`src/rtl/qmult_pipe_pkg.sv`:
```
// Shared definitions for the pipelined sign-magnitude fixed-point multiplier.
// The rounding-mode encodings apply to the rnd_mode input of qmult_pipe.
package qmult_pipe_pkg;

    localparam logic RND_TRUNC   = 1'b0;
    localparam logic RND_NEAREST = 1'b1;

endpackage

```
`src/rtl/qmult_pipe_lane.sv`:
```
// One lane of the multiplier. The product half and the round/saturate/sign half
// are separate so the parent can put a pipeline register between them.
module qmult_lane
    import qmult_pipe_pkg::*;
#(
    parameter int N   = 32,
    parameter int Q   = 15,
    parameter int SAT = 1
) (
    input  logic [N-1:0]     i_a,
    input  logic [N-1:0]     i_b,
    output logic [2*N-3:0]   o_prod,
    output logic             o_sign,
    input  logic [2*N-3:0]   i_prod,
    input  logic             i_sign,
    input  logic             i_rnd,
    output logic [N-1:0]     o_c,
    output logic             o_ovf
);
    localparam int PW = 2 * N - 2;

    logic [PW-1:0] w_ma, w_mb;
    logic          w_hi;
    logic          w_rbit;
    logic [N-1:0]  w_sum;
    logic [N-2:0]  w_mag;

    assign w_ma   = {{(N-1){1'b0}}, i_a[N-2:0]};
    assign w_mb   = {{(N-1){1'b0}}, i_b[N-2:0]};
    assign o_prod = w_ma * w_mb;
    assign o_sign = i_a[N-1] ^ i_b[N-1];

    // Overflow comes either from product bits above the result window or from
    // the rounding increment carrying out of the N-1 bit magnitude.
    assign w_hi   = |i_prod[PW-1:N-1+Q];
    assign w_rbit = (i_rnd == RND_NEAREST) & i_prod[Q-1];
    assign w_sum  = {1'b0, i_prod[N-2+Q:Q]} + {{(N-1){1'b0}}, w_rbit};
    assign o_ovf  = w_hi | w_sum[N-1];
    assign w_mag  = (o_ovf && SAT != 0) ? '1 : w_sum[N-2:0];

    assign o_c = {i_sign & (|w_mag), w_mag};

endmodule

```
`src/rtl/qmult_pipe.sv`:
```
// Multi-lane pipelined Qm.Q multiplier with a single valid/ready handshake.
// Stage 1 holds raw products, middle stages are delay, the last stage holds results.
module qmult_pipe
    import qmult_pipe_pkg::*;
#(
    parameter int N      = 32,
    parameter int Q      = 15,
    parameter int LANES  = 1,
    parameter int STAGES = 2,
    parameter int SAT    = 1
) (
    input  logic               clk,
    input  logic               rst_n,
    input  logic               in_valid,
    output logic               in_ready,
    input  logic               rnd_mode,
    input  logic [LANES*N-1:0] a,
    input  logic [LANES*N-1:0] b,
    output logic               out_valid,
    input  logic               out_ready,
    output logic [LANES*N-1:0] c,
    output logic [LANES-1:0]   ovf
);
    localparam int PW  = 2 * N - 2;
    localparam int MID = (STAGES > 1) ? STAGES - 1 : 1;

    logic                     w_en;
    logic [STAGES-1:0]        r_vld;
    logic [LANES-1:0][PW-1:0] w_prod, w_pprod;
    logic [LANES-1:0]         w_sgn, w_psgn, w_ovf;
    logic                     w_prnd;
    logic [LANES*N-1:0]       w_c, r_c;
    logic [LANES-1:0]         r_ovf;

    // Whole pipe moves in lockstep; a held output freezes every stage.
    assign w_en      = !r_vld[STAGES-1] || out_ready;
    assign in_ready  = w_en;
    assign out_valid = r_vld[STAGES-1];
    assign c         = r_c;
    assign ovf       = r_ovf;

    always_ff @(posedge clk) begin
        if (!rst_n) begin
            r_vld <= '0;
        end else if (w_en) begin
            r_vld[0] <= in_valid;
            for (int i = 1; i < STAGES; i++) r_vld[i] <= r_vld[i-1];
        end
    end

    generate
        if (STAGES > 1) begin : g_mid
            logic [MID-1:0][LANES-1:0][PW-1:0] r_prod;
            logic [MID-1:0][LANES-1:0]         r_sgn;
            logic [MID-1:0]                    r_rnd;

            always_ff @(posedge clk) begin
                if (w_en) begin
                    r_prod[0] <= w_prod;
                    r_sgn[0]  <= w_sgn;
                    r_rnd[0]  <= rnd_mode;
                    for (int i = 1; i < MID; i++) begin
                        r_prod[i] <= r_prod[i-1];
                        r_sgn[i]  <= r_sgn[i-1];
                        r_rnd[i]  <= r_rnd[i-1];
                    end
                end
            end

            assign w_pprod = r_prod[MID-1];
            assign w_psgn  = r_sgn[MID-1];
            assign w_prnd  = r_rnd[MID-1];
        end else begin : g_comb
            // Single stage: product and post-processing share one register.
            assign w_pprod = w_prod;
            assign w_psgn  = w_sgn;
            assign w_prnd  = rnd_mode;
        end
    endgenerate

    for (genvar k = 0; k < LANES; k++) begin : g_lane
        qmult_lane #(.N(N), .Q(Q), .SAT(SAT)) u_lane (
            .i_a    (a[k*N +: N]),
            .i_b    (b[k*N +: N]),
            .o_prod (w_prod[k]),
            .o_sign (w_sgn[k]),
            .i_prod (w_pprod[k]),
            .i_sign (w_psgn[k]),
            .i_rnd  (w_prnd),
            .o_c    (w_c[k*N +: N]),
            .o_ovf  (w_ovf[k])
        );
    end

    always_ff @(posedge clk) begin
        if (!rst_n) begin
            r_c   <= '0;
            r_ovf <= '0;
        end else if (w_en) begin
            r_c   <= w_c;
            r_ovf <= w_ovf;
        end
    end

endmodule
```
`config.mk`:
```
export PLATFORM = sky130hd
export DESIGN_NAME = qmult_pipe
export DESIGN_NICKNAME = d
export VERILOG_FILES = /design/src/rtl/qmult_pipe_pkg.sv /design/src/rtl/qmult_pipe_lane.sv /design/src/rtl/qmult_pipe.sv
export SDC_FILE = /design/constraint.sdc
export NUM_CORES = 2
export LEC_CHECK = 0
export CAP_MARGIN = 10
export CORE_ASPECT_RATIO = 1.1
export CORE_MARGIN = 5
export CORE_UTILIZATION = 60
export CTS_CLUSTER_SIZE = 14
export DETAILED_ROUTE_END_ITERATION = 10
export GPL_ROUTABILITY_DRIVEN = 1
export PLACE_DENSITY_LB_ADDON = 0.1
export SYNTH_ARGS = -nofsm -noshare
export SYNTH_HDL_FRONTEND = slang
export SYNTH_SLANG_ARGS = --single-unit
```
`constraint.sdc`:
```
create_clock -name clk -period 18.9 [get_ports clk]
set_input_delay 1.89 -clock clk [delete_from_list [all_inputs] [get_ports clk]]
set_output_delay 1.89 -clock clk [all_outputs]
set_load 0.02 [all_outputs]
```
==> results.json <==
{
  "status": "completed",
  "rows": 92,
  "syn_to_final_growth_pct": 5.30,
  "ios": 104,
  "slew_viol_final": 0,
  "fin_skew_ns": 0.00995,
  "max_clock_freq_ghz": 0.0990,
  "slew_headroom": 0.264,
  "die_h_um": 261,
  "grt_max_degree": 77,
  "routedWlPerCell_um": 21.0,
  "setup_viol": 0,
  "holdPathStages": 2,
  "mappedNetlistArea_um2": 34300,
  "htreeDepth": 3,
  "fin_crit_sh": 0.534,
  "drt_first_pass_iters": 5,
  "crit_type": "in2reg",
  "reg2reg_depth": 12,
  "synthArstFlopShare": 0,
  "syn_inst": 3745,
  "max_cap_violations": 0,
  "via_count": 25300,
  "postCtsHoldBufs": 0,
  "final_nets": 4855,
  "cts-buffers-inserted": 9,
  "die_w_um": 238,
  "drc": 0,
  "yosysWarnings": 0,
  "start_kind": "input port",
  "clockBufferDepth": 2,
  "dominantRegCellSynth": "edfxtp_1",
  "r2r-start": "g_mid.r_rnd",
  "cp_max_fo": 31,
  "hold_viol_final": 0,
  "fin_area_um2": 36100,
  "hold-worst-slack_ns": 0.463,
  "grt_pass1_wl_um": 151000,
  "r2r-end": "c[31]",
  "min_period_ns": 10.10,
  "ctsResizeCount": 0,
  "place_area_um2": 35900,
  "synth_edf_count": 50,
  "cts-root-buf": "clkbuf_16",
  "end_kind": "flop",
  "hold_class": "reg2reg",
  "rsz0062_at_grt": "false",
  "syn_area_per_cell_um2": 9.17,
  "cts.clk_slew.worst_paths_ns": 0.07,
  "post-cts-setup-buffers": 0,
  "dp_hpwl_um": 72100,
  "gp_congestion": 0.946,
  "io_buffers": 103,
  "clk_latency_ns": 0.35,
  "antenna_found_initial": 0,
  "seq_area_frac_synth": 0.0641,
  "core_um2": 57000,
  "start_util": 0.603,
  "nFillCells": 4895,
  "drtAntennaViolNets": 0,
  "drt_iter0_drc": 1410,
  "hold-path-endpoint": "c[31]",
  "grt.total_usage": 0.312,
  "hp-start": "c[31]",
  "dieArea_um2": 62100,
  "grt_overflow": 0,
  "cp.required_ns": 18.99,
  "grt_pass1_vias": 28700,
  "cts_tree": "yes",
  "drt_wl_total_um": 93500,
  "drive_gt1_frac": 0.0265,
  "worst_pin_slew_ns": 1.10,
  "viasPerCell": 5.68,
  "cts_sinks": 85,
  "critPathArrivalTime_ns": 10.19,
  "synth_nets": 4904,
  "ff2ff_setup_slack_ns": 15.01,
  "ys_ff_latch": 85,
  "synth.distinct_cells": 67,
  "timing.setup.tns_ns": 0
}
==> metrics by stage <==
stage | cells | util | setup WS (ns)
floorplan | 3745 | - | 9.99
global placement | 4437 | 0.629 | 8.59
detailed placement | 4437 | 0.629 | 8.47
CTS | 4453 | 0.634 | 8.81
global route | 4453 | 0.634 | 8.43
finish | 4454 | 0.634 | 8.80
==> cell usage after synthesis (5+ instances only) <==
cell type    n  area, µm²
and2_1     495       3100
nand2_1    530       1990
a21oi_1     79        395
edfxtp_1    50       1500
o21ai_0     63        315
o21bai_1    22        165
fa_1       836      16700
nor4_1       8       50.1
ha_1       254       3180
o31ai_1      5       37.5
xnor2_1     44        385
dfxtp_1     35        701
inv_1      821       3080
and3_1      14       87.6
nand3_1     31        155
a31oi_1     26        163
clkbuf_1   215        807
a21o_1      16        120
nand4_1     27        169
nor2_1      48        180
o21a_1       8       60.1
xor2_1      34        298
nor3_1      11       55.1
==> final cells by class <==
class / instances / area (µm²) / area share
timing repair buffer: 162 / 1430 / 0.0397
inverter: 821 / 3080 / 0.0853
tap: 752 / 941 / 0.0260
sequential: 85 / 2200 / 0.0609
multi-input combinational: 2617 / 28200 / 0.780
clock buffer: 9 / 225 / 0.00623
clock inverter: 7 / 55.1 / 0.00152
antenna: 1 / 2.50 / 0.0000692
==> layer usage <==
layer | wire length (µm) | share of wire | vias to the layer above | track usage
li1 | - | - | 10900 | -
met1 | 32900 | 0.35 | 13100 | 0.355
met2 | 49800 | 0.53 | 900 | 0.575
met3 | 5060 | 0.054 | 360 | 0.0440
met4 | 5710 | 0.061 | 0 | 0.156
met5 | 0 | 0 | - | 0
==> flip-flops by register name, summed over array words and instances (netlist names) <==
signal,flops
g_mid.r_prod,48
g_mid.r_sgn,1
g_mid.r_rnd,1
c,32
r_vld,2
ovf,1
==> worst max-delay path, cell delays in order <==
cell and delay, ns:
clkdlybuf4s50_1 0.46, buf_4 0.34, nand2_1 0.14, fa_1 0.52
fa_1 0.51, inv_1 0.05, fa_1 0.51, inv_1 0.05
fa_1 0.47, inv_1 0.05, fa_1 0.48, fa_1 0.56
fa_1 0.43, fa_1 0.49, ha_1 0.40, a21o_1 0.21
o21a_1 0.19, a311oi_1 0.43, o211ai_1 0.22, a31oi_1 0.56
o21ai_0 0.39, a21o_1 0.26, or4_1 0.40, o311a_1 0.14
==> worst max-delay path by stage <==
stage	to	cells past startpoint	start
final	g_mid.r_prod[56]	24	a[15]
after floorplan	g_mid.r_prod[56]	23	a[15]
after global routing	g_mid.r_prod[56]	25	a[13]
after global placement	g_mid.r_prod[56]	24	a[15]
after CTS	g_mid.r_prod[56]	24	b[4]
after detailed placement	g_mid.r_prod[56]	24	a[15]
==> cell families after synthesis <==
kind of cell / Yosys count / synth area share
flops: 85 / 0.0641
simple gates: 1188 / 0.174
xor+xnor: 79 / 0.0204
compound gates: 257 / 0.0461
fa+ha+maj: 1090 / 0.580
buf+inv: 1043 / 0.114
mux: 3 / 0.000911
==> layout by cell type (no fill, tap or decap), drive strengths merged, types with 4 or more instances in the layout <==
| cell | n |
|---|---|
| a21o | 16 |
| a21oi | 79 |
| a31oi | 26 |
| and2 | 495 |
| and3 | 14 |
| buf | 67 |
| clkbuf | 9 |
| clkdlybuf4s50 | 95 |
| clkinv | 4 |
| dfxtp | 35 |
| edfxtp | 50 |
| fa | 836 |
| ha | 254 |
| inv | 824 |
| nand2 | 530 |
| nand3 | 33 |
| nand4 | 27 |
| nor2 | 48 |
| nor2b | 4 |
| nor3 | 11 |
| nor4 | 8 |
| o211ai | 4 |
| o21a | 8 |
| o21ai | 64 |
| o21bai | 22 |
| o31ai | 5 |
| or2 | 4 |
| xnor2 | 45 |
| xor2 | 34 |
Power is not shown: default switching activity piles up to over one toggle a cycle in this logic, so the estimate is an artifact.
